$ cat src/rtl/gpio_pkg.sv
// Shared GPIO package: default widths for the input filter block.
package gpio_pkg;

    localparam int GPIO_INFILT_CNT_W = 4;
    localparam int GPIO_INFILT_DIV_W = 16;

endpackage

$ cat src/rtl/gpio_infilt_cell.sv
// One pin of the input filter: 2-flop synchronizer, debounce counter, filtered output.
// GPIO_INFILT_EDGE_EN adds registered rise/fall pulses on the filtered level.
module gpio_infilt_cell
    import gpio_pkg::*;
#(
    parameter int CNT_WIDTH = GPIO_INFILT_CNT_W
) (
    input  logic                 pclk,
    input  logic                 prst,
    input  logic                 i_pad,
    input  logic                 i_en,
    input  logic                 i_tick,
    input  logic [CNT_WIDTH-1:0] i_thr,
    output logic                 o_level,
    output logic                 o_stable
`ifdef GPIO_INFILT_EDGE_EN
    ,
    output logic                 o_rise,
    output logic                 o_fall
`endif
);

    logic                 r_s1;
    logic                 r_s2;
    logic                 r_out;
    logic [CNT_WIDTH-1:0] r_cnt;
    logic [CNT_WIDTH:0]   w_cnt_inc;
    logic [CNT_WIDTH:0]   w_thr_eff;

    // One extra bit so the compare never sees a wrapped count.
    assign w_cnt_inc = {1'b0, r_cnt} + (CNT_WIDTH+1)'(1);
    assign w_thr_eff = (i_thr == '0) ? (CNT_WIDTH+1)'(1) : {1'b0, i_thr};

    always_ff @(posedge pclk) begin
        if (prst) begin
            r_s1  <= 1'b0;
            r_s2  <= 1'b0;
            r_out <= 1'b0;
            r_cnt <= '0;
        end else begin
            r_s1 <= i_pad;
            r_s2 <= r_s1;
            if (!i_en) begin
                r_out <= r_s2;
                r_cnt <= '0;
            end else if (r_s2 == r_out) begin
                r_cnt <= '0;
            end else if (i_tick) begin
                if (w_cnt_inc >= w_thr_eff) begin
                    r_out <= r_s2;
                    r_cnt <= '0;
                end else begin
                    r_cnt <= w_cnt_inc[CNT_WIDTH-1:0];
                end
            end
        end
    end

    assign o_level  = r_out;
    assign o_stable = prst | (r_cnt == '0);

`ifdef GPIO_INFILT_EDGE_EN
    logic r_prev;
    logic r_rise;
    logic r_fall;

    always_ff @(posedge pclk) begin
        if (prst) begin
            r_prev <= 1'b0;
            r_rise <= 1'b0;
            r_fall <= 1'b0;
        end else begin
            r_prev <= r_out;
            r_rise <= r_out & ~r_prev;
            r_fall <= ~r_out & r_prev;
        end
    end

    assign o_rise = r_rise & ~prst;
    assign o_fall = r_fall & ~prst;
`endif

endmodule

$ cat src/rtl/gpio_infilt.sv
// GPIO input filter: shared sample-tick prescaler feeding GPIO_NUM debounce cells.
// Define GPIO_INFILT_EDGE_EN to add the rise_o / fall_o pulse outputs.
module gpio_infilt
    import gpio_pkg::*;
#(
    parameter int GPIO_NUM  = 32,
    parameter int CNT_WIDTH = GPIO_INFILT_CNT_W,
    parameter int DIV_WIDTH = GPIO_INFILT_DIV_W
) (
    input  logic                 pclk,
    input  logic                 prst,
    input  logic [GPIO_NUM-1:0]  gpio_in_i,
    input  logic [GPIO_NUM-1:0]  flt_en_i,
    input  logic [DIV_WIDTH-1:0] div_i,
    input  logic [CNT_WIDTH-1:0] thr_i,
    output logic [GPIO_NUM-1:0]  gpio_in_o,
    output logic [GPIO_NUM-1:0]  stable_o
`ifdef GPIO_INFILT_EDGE_EN
    ,
    output logic [GPIO_NUM-1:0]  rise_o,
    output logic [GPIO_NUM-1:0]  fall_o
`endif
);

    logic [DIV_WIDTH-1:0] r_div_cnt;
    logic                 w_tick;

    // >= rather than == so a period shortened below the count ticks at once.
    assign w_tick = (r_div_cnt >= div_i);

    always_ff @(posedge pclk) begin
        if (prst)        r_div_cnt <= '0;
        else if (w_tick) r_div_cnt <= '0;
        else             r_div_cnt <= r_div_cnt + 1'b1;
    end

    for (genvar g = 0; g < GPIO_NUM; g++) begin : g_pin
        gpio_infilt_cell #(
            .CNT_WIDTH (CNT_WIDTH)
        ) u_cell (
            .pclk     (pclk),
            .prst     (prst),
            .i_pad    (gpio_in_i[g]),
            .i_en     (flt_en_i[g]),
            .i_tick   (w_tick),
            .i_thr    (thr_i),
            .o_level  (gpio_in_o[g]),
            .o_stable (stable_o[g])
`ifdef GPIO_INFILT_EDGE_EN
            ,
            .o_rise   (rise_o[g]),
            .o_fall   (fall_o[g])
`endif
        );
    end

endmodule
$ cat config.mk
export PLATFORM = sky130hd
export DESIGN_NAME = gpio_infilt
export DESIGN_NICKNAME = d
export VERILOG_FILES = /design/src/rtl/gpio_pkg.sv /design/src/rtl/gpio_infilt_cell.sv /design/src/rtl/gpio_infilt.sv
export SDC_FILE = /design/constraint.sdc
export NUM_CORES = 1
export LEC_CHECK = 0
export BUFFER_PORTS_ARGS = -buffer_cell sky130_fd_sc_hd__buf_2
export CAP_MARGIN = 10
export CORE_AREA = 4 4 144 215
export CTS_CLUSTER_SIZE = 25
export DETAILED_ROUTE_END_ITERATION = 10
export DIE_AREA = 0 0 148 219
export HOLD_SLACK_MARGIN = 0.12
export PLACE_DENSITY = 0.83
export SYNTH_ARGS = -nofsm -noshare
export SYNTH_HDL_FRONTEND = slang
export SYNTH_SLANG_ARGS = --single-unit
export TNS_END_PERCENT = 100
$ cat constraint.sdc
create_clock -name pclk -period 5 [get_ports pclk]
set_input_delay 0.5 -clock pclk [delete_from_list [all_inputs] [get_ports pclk]]
set_output_delay 0.5 -clock pclk [all_outputs]
set_load 0.05 [all_outputs]
==> run metrics, run 1 <==
Ys Warns=0; syn avg cell area=8.17 µm²; initial antenna violation count=4; Final setup viols=0; worst slack at placement=1.66 ns; unrepaired setup endpoints after global routing=false; CTS Hold Bufs=0; Seq/Total Area, Yosys=30.5%; Starting DRT DRC Count=893; Area after DPL=0.0163 mm²; final period utilization=62.1%; post-detail-place hpwl=25.2 mm; largest net degree at the start of global routing=131; post-route minimum period=3.11 ns; final hold slack=0.158 ns; io pins=150; Hold Violations, Final=0; fraction of registers with async set/reset=0%; Cells after Synth=1925; share of post-route cells with drive strength above 1=13.2%; first-pass GRT wire length=61.6 mm; vias in the first global route=13999; # DRC=0; setup bufs post-CTS=0; commonest non-fill, non-tap cell in the layout=nand3_1; total core area=0.0293 mm²; clock sinks=240; Die ar.=0.0324 mm²; Min-Delay Path Class=in -> reg; fmax=322 MHz; via count=14029; Pre-antenna DRT Iters=5; die height=219 µm; #FFs+latches synth=240; Ant. Diodes=0; CTS tree=yes; row cnt=77; design area=0.0172 mm²; filler instances=2565; Power Dens Cells=251 mW/mm²; WS Path Type=reg -> reg; Starting Density=53.7%; clock buffer depth=3; Die X=148 µm; H-tree depth=1; critical-path maximum fanout=43; clock-pin slew on the worst setup and hold paths=0.07 ns; CTS Root Cell=clkbuf_16; crit path DAT=3.53 ns; Layout Utilization=58.7%; DRT Wirelength=37.1 mm; Clock Latency Late Sink=0.54 ns; Least-Margin Pin Slew=0.964 ns; Leakage=6.41 nW; worst vdd ir=261 µV; Power Total=4.31 mW; multi-input logic area=0.00983 mm²; Slew headroom=35.7%; Seq. cell area=0.00480 mm²; Slew Limit Fails=0; most frequent cells in the layout=nand3_1, dfxtp_1, buf_2, ha_1, nand2_1; status=complete, no violations; Required @ worst endpoint=5.42 ns; gr ovfl total=0; ys flop type=dfxtp_1; IO buf count=149; Antenna Violating Nets Remaining=0; routability cong.=0.845; area delta synth->final=9.25%; number of enable flip-flop cells after synthesis=0; PnR worst setup slack=1.89 ns; placed insts=2343; Nets=2208; number of library cell types mapped by synthesis=43; TNS Setup=0 ns; Finished Layout Cells=2389; CTS-repair resized insts=0; CTS Buf Count=26; wire per inst=15.5 µm; GRT Overall Usage=22.0%; mapped cell area=0.0157 mm²; FF-to-FF setup slack=1.89 ns; max capacitance violation total=0; Clock Skew=0.0146 ns; Worst setup SP type=flip-flop; Vias per Instance=5.87; syn_nets=2157; crit end category=flip-flop
## registers in the layout (all words and copies together) (netlist names)
register	cells
g_pin.u_cell.r_s1	32
g_pin.u_cell.r_cnt	128
g_pin.u_cell.o_level	32
g_pin.u_cell.r_s2	32
r_div_cnt	16
## final timing paths
check	from	cells after the start	to
setup / recovery	r_div_cnt[2]	8	g_pin[24].u_cell.o_level
hold / removal	gpio_in_i[22]	2	g_pin[22].u_cell.r_s1
setup reg to reg	r_div_cnt[2]	8	g_pin[24].u_cell.o_level
hold reg to reg	g_pin[21].u_cell.r_s1	1	g_pin[21].u_cell.r_s2
## synth_stat cells (4+ instances only)
cell | count | area, µm²
or2_2 | 28 | 175
maj3_1 | 4 | 40.0
nand2_1 | 131 | 492
a221oi_1 | 28 | 245
inv_1 | 83 | 312
a22oi_1 | 28 | 210
clkbuf_1 | 44 | 165
nor2b_1 | 125 | 782
dfxtp_1 | 240 | 4800
nand2b_1 | 96 | 601
a21oi_1 | 102 | 510
nor2_1 | 63 | 236
nand3b_1 | 60 | 450
or3_1 | 28 | 175
buf_2 | 25 | 125
o21ai_1 | 28 | 140
nand3_1 | 286 | 1430
xnor2_1 | 9 | 78.8
xor2_1 | 45 | 394
o2111ai_1 | 4 | 35.0
buf_4 | 68 | 510
nor3_2 | 28 | 280
a211oi_1 | 89 | 668
ha_1 | 146 | 1830
nand4_1 | 4 | 25.0
a21o_1 | 32 | 240
mux2i_1 | 32 | 320
o21ai_0 | 13 | 65.1
a31oi_1 | 33 | 206
## power breakdown
group | internal [mW] | leakage (nW) | switching, mW | total, mW
registers | 1.94 | 1.95 | 0.0194 | 1.96
clock network | 1.22 | 0.438 | 0.805 | 2.03
logic | 0.123 | 4.03 | 0.193 | 0.317
total | 3.29 | 6.41 | 1.02 | 4.31
## layer usage
metal  GRT usage [%]  wire length, µm  up-vias
met5               0               37        -
met4            11.0             1490        6
met3            4.57             2270      119
met2            40.3            18500      334
met1            23.9            14800     6649
li1                -                -     6921
## worst max-delay path, cell delays in order, from the launching register on
cell      delay (ns)
dfxtp_1         0.42
ha_1            0.28
a211oi_1        0.24
o21ai_1         0.12
a211oi_2        0.36
o31a_2          0.67
buf_4           0.54
o21ai_0         0.20
mux2i_1         0.15
## area by class of cell
class	instances	share of cell area (%)
clock buffers	34	4.20
clock inverters	12	0.990
inverters	84	1.83
multi-input cells	1464	57.2
flip-flops and latches	240	27.9
well taps	395	2.87
repair buffers	160	5.00
## cells by family (layout without fill, tap and decap cells)
kind of cell / Yosys count / after routing / share of synthesized area [%]
DFF: 240 / 240 / 30.5
AOI/OAI and AO/OA: 367 / 367 / 15.3
muxes: 32 / 32 / 2.04
and+or+nand+nor: 861 / 861 / 30.1
buffers and inverters: 221 / 290 / 7.09
adders and majority gates: 150 / 150 / 11.9
xor gates and xnor gates: 54 / 54 / 3.01
(Power assumes the default switching activity.)
==> run 2: changes to the inputs <==
==> constraint.sdc (replaced) <==
create_clock -name pclk -period 3 [get_ports pclk]
set_input_delay 0.3 -clock pclk [delete_from_list [all_inputs] [get_ports pclk]]
set_output_delay 0.3 -clock pclk [all_outputs]
set_load 0.05 [all_outputs]
==> run metrics, run 2 (synthesis results as in run 1) <==
status=complete, no violations; Least-Margin Pin Slew=1.03 ns (+0.0648 ns); Antenna Violating Nets Remaining=0 (unchanged); Slew headroom=31.4% (-4.3 points); Hold Violations, Final=0 (unchanged); post-detail-place hpwl=25.6 mm (+1.4%); commonest non-fill, non-tap cell in the layout=nand3_1; first-pass GRT wire length=64.0 mm (+4.0%); initial antenna violation count=2 (-2); GRT Overall Usage=22.8% (+0.81 points); post-route minimum period=2.72 ns (-0.387 ns); H-tree depth=1 (unchanged); DRT Wirelength=38.0 mm (+2.4%); worst slack at placement=-0.238 ns (-1.89 ns); worst vdd ir=417 µV (+60%); CTS Buf Count=25 (-3.8%); final period utilization=90.6% (+29 points); IO buf count=149 (unchanged); crit path DAT=3.13 ns (-0.40 ns); crit-path max cell delay=0.43 ns (-0.24 ns); Vias per Instance=5.79 (-1.5%); die height=219 µm (unchanged); CTS Root Cell=clkbuf_16; critical-path maximum fanout=52 (+21%); routability cong.=0.892 (+5.6%); clock buffer depth=3 (unchanged); wire per inst=15.4 µm (-0.52%); Power Dens Cells=401 mW/mm² (+60%); crit-path most repeated cell=o21ai_1; io pins=150 (unchanged); WS Path Type=reg -> reg; Starting DRT DRC Count=862 (-3.5%); Leakage=6.71 nW (+4.5%); multi-input logic area=0.00983 mm² (about the same); Finished Layout Cells=2459 (+2.9%); filler instances=2423 (-5.5%); Slowest-stage cell, CP=dfxtp_1; Pre-antenna DRT Iters=6 (+1); Die ar.=0.0324 mm² (unchanged); Most flops, register=g_pin.u_cell.r_cnt; row cnt=77 (unchanged); Final setup viols=0 (unchanged); Seq. cell area=0.00480 mm² (unchanged); CTS tree=yes; share of post-route cells with drive strength above 1=13.0% (-0.14 points); unrepaired setup endpoints after global routing=false; gr ovfl total=0 (unchanged); fmax=368 MHz (+14%); Die X=148 µm (unchanged); # DRC=0 (unchanged); max capacitance violation total=0 (unchanged); max reg flops=128 (unchanged); area delta synth->final=13.9%; Required @ worst endpoint=3.42 ns (-2.00 ns); Clock Latency Late Sink=0.53 ns (about the same); Nets=2276 (+3.1%); most frequent cells in the layout=nand3_1, dfxtp_1, buf_2, ha_1, nand2_1; critical path cell sequence=ha_1 -> a211oi_1 -> o21ai_1 -> a211oi_2 -> o31a_2 -> buf_12 -> buf_4 -> o21ai_1 -> mux2i_1; CP Buf/Inv Count=2 (+1); Starting Density=53.7% (unchanged); Worst setup SP type=flip-flop; vias in the first global route=14424 (+3.0%); clock-pin slew on the worst setup and hold paths=0.06 ns (about the same); placed insts=2348 (+0.21%); CP delay by family, top=compound AO/OA/AOI/OAI gates; largest net degree at the start of global routing=93 (-29%); via count=14226 (+1.4%); Slew Limit Fails=0 (unchanged); Layout Utilization=61.2% (+2.5 points); crit end category=flip-flop; PnR worst setup slack=0.282 ns (-1.61 ns); total core area=0.0293 mm² (unchanged); clock sinks=240 (unchanged); Clock Skew=0.0104 ns (-0.00425 ns); Min-Delay Path Class=in -> reg
run 2: power by group:
part,total [mW],internal [mW],switching (mW)
Combinational,0.601,0.263,0.338
Clock,3.31,2.00,1.31
Sequential,3.27,3.24,0.0325
run 2: cell type report:
cell class | instances | share of cell area (%)
Antenna cell | 2 | 0.0279
Timing Repair Buffer | 229 | 8.91
Clock buffer | 34 | 3.96
Multi-Input combinational cell | 1464 | 54.8
Clock inverter | 11 | 0.908
Tap cell | 395 | 2.76
Sequential cell | 240 | 26.8
Inverter | 84 | 1.78
run 2: metal layers:
metal / wire length (µm) / vias to the layer above / track usage (%)
met3: 2190 / 115 / 4.13
li1: - / 7056 / -
met5: 9 / - / 0
met4: 1520 / 2 / 11.2
met1: 14900 / 6674 / 24.8
met2: 19300 / 379 / 42.3
run 2: worst register-to-register path, stage by stage (launching register included):
cell and delay (ns):
dfxtp_1 0.43, ha_1 0.29, a211oi_1 0.28, o21ai_1 0.13
a211oi_2 0.41, o31a_2 0.31, buf_12 0.28, buf_4 0.23
o21ai_1 0.10, mux2i_1 0.14
run 2: worst paths after layout:
path / to / start / slack (ns) / cells after the start
worst min-delay path: g_pin[8].u_cell.r_s1 / prst / 0.19 / 2
worst max-delay path: g_pin[8].u_cell.o_level / r_div_cnt[2] / 0.28 / 9
worst min register to register: g_pin[8].u_cell.r_s2 / g_pin[8].u_cell.r_s1 / 0.43 / 1
worst max register to register: g_pin[8].u_cell.o_level / r_div_cnt[2] / 0.28 / 9
run 2: metrics by stage:
step	power, mW	TNS (ns)	hold slack, ns	instance area (µm²)
after CTS	7.24	0	0.163	17900
after global routing	7.44	0	0.197	17900
after floorplan	3.71	0	0.414	15700
final	7.18	0	0.190	17900
after detailed placement	3.87	-21.25	0.425	16400
after global placement	3.85	-7.96	0.417	16400
run 2: what timing repair did:
item / CTS / global route
gates resized for setup: 0 / 1
buffers inserted: 0 / 0
setup endpoints to repair: 0 / 1
hold buffers: 64 / 0
hold endpoints to repair: 83 / 0
==> run 3: changes to the inputs <==
--- a/config.mk
+++ b/config.mk
@@ -5,12 +5,14 @@
 export SDC_FILE = /design/constraint.sdc
 export NUM_CORES = 1
 export LEC_CHECK = 0
+export ABC_AREA = 1
 export BUFFER_PORTS_ARGS = -buffer_cell sky130_fd_sc_hd__buf_2
-export CAP_MARGIN = 10
-export CORE_AREA = 4 4 144 215
+export CAP_MARGIN = 20
+export CORE_AREA = 4 4 146 218
+export CTS_CLUSTER_DIAMETER = 40
 export CTS_CLUSTER_SIZE = 25
 export DETAILED_ROUTE_END_ITERATION = 10
-export DIE_AREA = 0 0 148 219
+export DIE_AREA = 0 0 150 222
 export HOLD_SLACK_MARGIN = 0.12
 export PLACE_DENSITY = 0.83
 export SYNTH_ARGS = -nofsm -noshare
==> run metrics, run 3 <==
status=complete, no violations; fraction of registers with async set/reset=0% (unchanged); crit end category=flip-flop; most instantiated library cell after synthesis=nand2_1; final period utilization=75.9% (-15 points); Slew headroom=28.0% (-3.4 points); CTS-repair resized insts=0 (unchanged); wire per inst=13.6 µm (-12%); WS Path Type=in -> reg; Hold Violations, Final=0 (unchanged); Slowest-stage cell, CP=a31o_2; multi-input logic area=0.00878 mm² (-11%); total core area=0.0301 mm² (+2.6%); area delta synth->final=13.6%; CTS Root Cell=clkbuf_16; Slew Limit Fails=0 (unchanged); routability cong.=0.870 (-2.5%); crit-path max cell delay=0.87 ns (+0.44 ns); Starting DRT DRC Count=952 (+10%); clock-pin slew on the worst setup and hold paths=0.06 ns (about the same); die height=222 µm (+1.4%); critical path cell sequence=buf_2 -> inv_1 -> a31o_2 -> ha_1 -> inv_1 -> a21boi_0 -> o21ai_0 -> nand2_1 -> nand2_1 -> nand2_1 -> inv_1 -> nand2_1 -> inv_1 -> nand2_1 -> a21oi_1; clock buffer depth=3 (unchanged); max reg flops=128 (unchanged); Starting Density=53.9% (+0.16 points); number of library cell types mapped by synthesis=32 (-26%); unrepaired setup endpoints after global routing=false; DRT Wirelength=41.8 mm (+10%); Most flops, register=g_pin.u_cell.r_cnt; # DRC=0 (unchanged); commonest non-fill, non-tap cell in the layout=nand2_1; Min-Delay Path Class=in -> reg; io pins=150 (unchanged); worst vdd ir=624 µV (+50%); Vias per Instance=5.21 (-10%); max capacitance violation total=0 (unchanged); H-tree depth=2 (+1); Cells after Synth=2540 (+32%); post-detail-place hpwl=27.9 mm (+8.9%); row cnt=78 (+1.3%); Leakage=9.53 nW (+42%); Antenna Violating Nets Remaining=0 (unchanged); largest net degree at the start of global routing=67 (-28%); Seq. cell area=0.00480 mm² (unchanged); Worst setup SP type=input port; filler instances=2810 (+16%); Clock Latency Late Sink=0.52 ns (about the same); Final setup viols=0 (unchanged); first-pass GRT wire length=68.5 mm (+7.1%); post-route minimum period=2.28 ns (-0.443 ns); mapped cell area=0.0162 mm² (+2.9%); Synth top area share=29.7% (-0.87 points); Die ar.=0.0333 mm² (+2.7%); fmax=439 MHz (+19%); number of enable flip-flop cells after synthesis=0 (unchanged); vias in the first global route=15535 (+7.7%); Ys Warns=0 (unchanged); share of post-route cells with drive strength above 1=8.89% (-4.2 points); syn_nets=2772 (+29%); clock sinks=240 (unchanged); Seq/Total Area, Yosys=29.7% (-0.87 points); most frequent cells after synthesis=nand2_1, inv_1, dfxtp_1, nand3_1, nor2_1; #FFs+latches synth=240 (unchanged); area leader, netlist=dfxtp_1; IO buf count=149 (unchanged); crit-path most repeated cell=nand2_1; syn avg cell area=6.38 µm² (-22%); Least-Margin Pin Slew=1.08 ns (+0.0507 ns); TNS Setup=0 ns (unchanged); CTS tree=yes; Power Total=8.23 mW (+15%); gr ovfl total=0 (unchanged); via count=16036 (+13%); Pre-antenna DRT Iters=6 (unchanged); initial antenna violation count=3 (+1); critical-path maximum fanout=32 (-38%); most frequent cells in the layout=nand2_1, inv_1, dfxtp_1, nand3_1, nor2_1; Clock Skew=0.0153 ns (+0.00492 ns); CTS Buf Count=34 (+36%); Required @ worst endpoint=3.44 ns (+0.02 ns); ys flop type=dfxtp_1; Die X=150 µm (+1.4%); crit path DAT=2.71 ns (-0.42 ns); Nets=2885 (+27%); Power Dens Cells=447 mW/mm² (+12%); GRT Overall Usage=24.5% (+1.6 points); top area cells in the synthesized netlist=dfxtp_1, nand2_1, inv_1
==> run 3: cell count changes after synthesis, moves of 95 or more <==
cell | before | now
nor2b_1 | 125 | 0
nor2_1 | 63 | 158
nand2b_1 | 96 | 0
inv_1 | 83 | 494
nand2_1 | 131 | 772
nand4_1 | 4 | 99
==> run 3: area by class of cell <==
class                   count  share of cell area (%)
diodes                      3                  0.0408
clock buffers              41                    4.99
clock inverters            19                    1.18
inverters                 502                    10.2
multi-input cells        1673                    47.7
flip-flops and latches    240                    26.1
well taps                 400                    2.72
repair buffers            202                    7.00
==> run 3: layer usage <==
metal | global-route usage (%) | routed length (µm) | up-vias
met5 | 0 | 0 | -
met4 | 12.4 | 1830 | 0
met3 | 4.72 | 2820 | 130
met2 | 44.9 | 21500 | 514
met1 | 26.1 | 15700 | 7314
li1 | - | - | 8078
==> run 3: kinds of logic after synthesis <==
group	Yosys count	synth area share [%]
AND/OR/NAND/NOR	1251	32.4
buffers and inverters	627	16.3
AO/OA/AOI/OAI	236	8.18
flip-flops	240	29.7
XOR/XNOR	40	2.16
adder cells (fa/ha/maj)	146	11.3
==> run 3: path summary, 6_finish.rpt <==
check / endpoint / depth (start not counted) / slack [ns] / from
max: g_pin[9].u_cell.r_cnt[2] / 15 / 0.72 / thr_i[2]
min: g_pin[18].u_cell.o_level / 4 / 0.13 / flt_en_i[18]
max reg2reg: g_pin[24].u_cell.r_cnt[2] / 11 / 0.73 / r_div_cnt[7]
min reg2reg: g_pin[27].u_cell.r_s2 / 2 / 0.40 / g_pin[27].u_cell.r_s1
==> run 3: critical path: cells and delay by family <==
kind | cells | cell delay [ns]
adder cells (fa/ha/maj) | 1 | 0.37
AO/OA/AOI/OAI | 4 | 1.24
AND/OR/NAND/NOR | 5 | 0.35
buffers and inverters | 5 | 0.45
==> run 3: through the flow <==
stage / hold slack (ns) / cells / utilization [%] / instance area [µm²] / setup WS [ns]
6_report: 0.129 / 3080 / 61.2 / 18400 / 0.724
4_1_cts: 0.120 / 3077 / 61.2 / 18400 / 0.748
5_1_grt: 0.125 / 3079 / 61.2 / 18400 / 0.474
3_3_place_gp: 0.389 / 2979 / 56.1 / 16900 / 0.296
3_5_place_dp: 0.392 / 2979 / 56.1 / 16900 / 0.225
2_1_floorplan: 0.388 / 2540 / - / 16200 / 0.332
==> run 3: power by group <==
part	total, mW	switching [mW]	internal, mW
logic	0.861	0.565	0.296
registers	3.33	0.0598	3.27
clock network	4.04	1.56	2.47
==> run 3: what timing repair did <==
action	4_1_cts	5_1_grt
endpoints found under the hold margin	38	0
hold buffers	38	0
buffers inserted	0	0
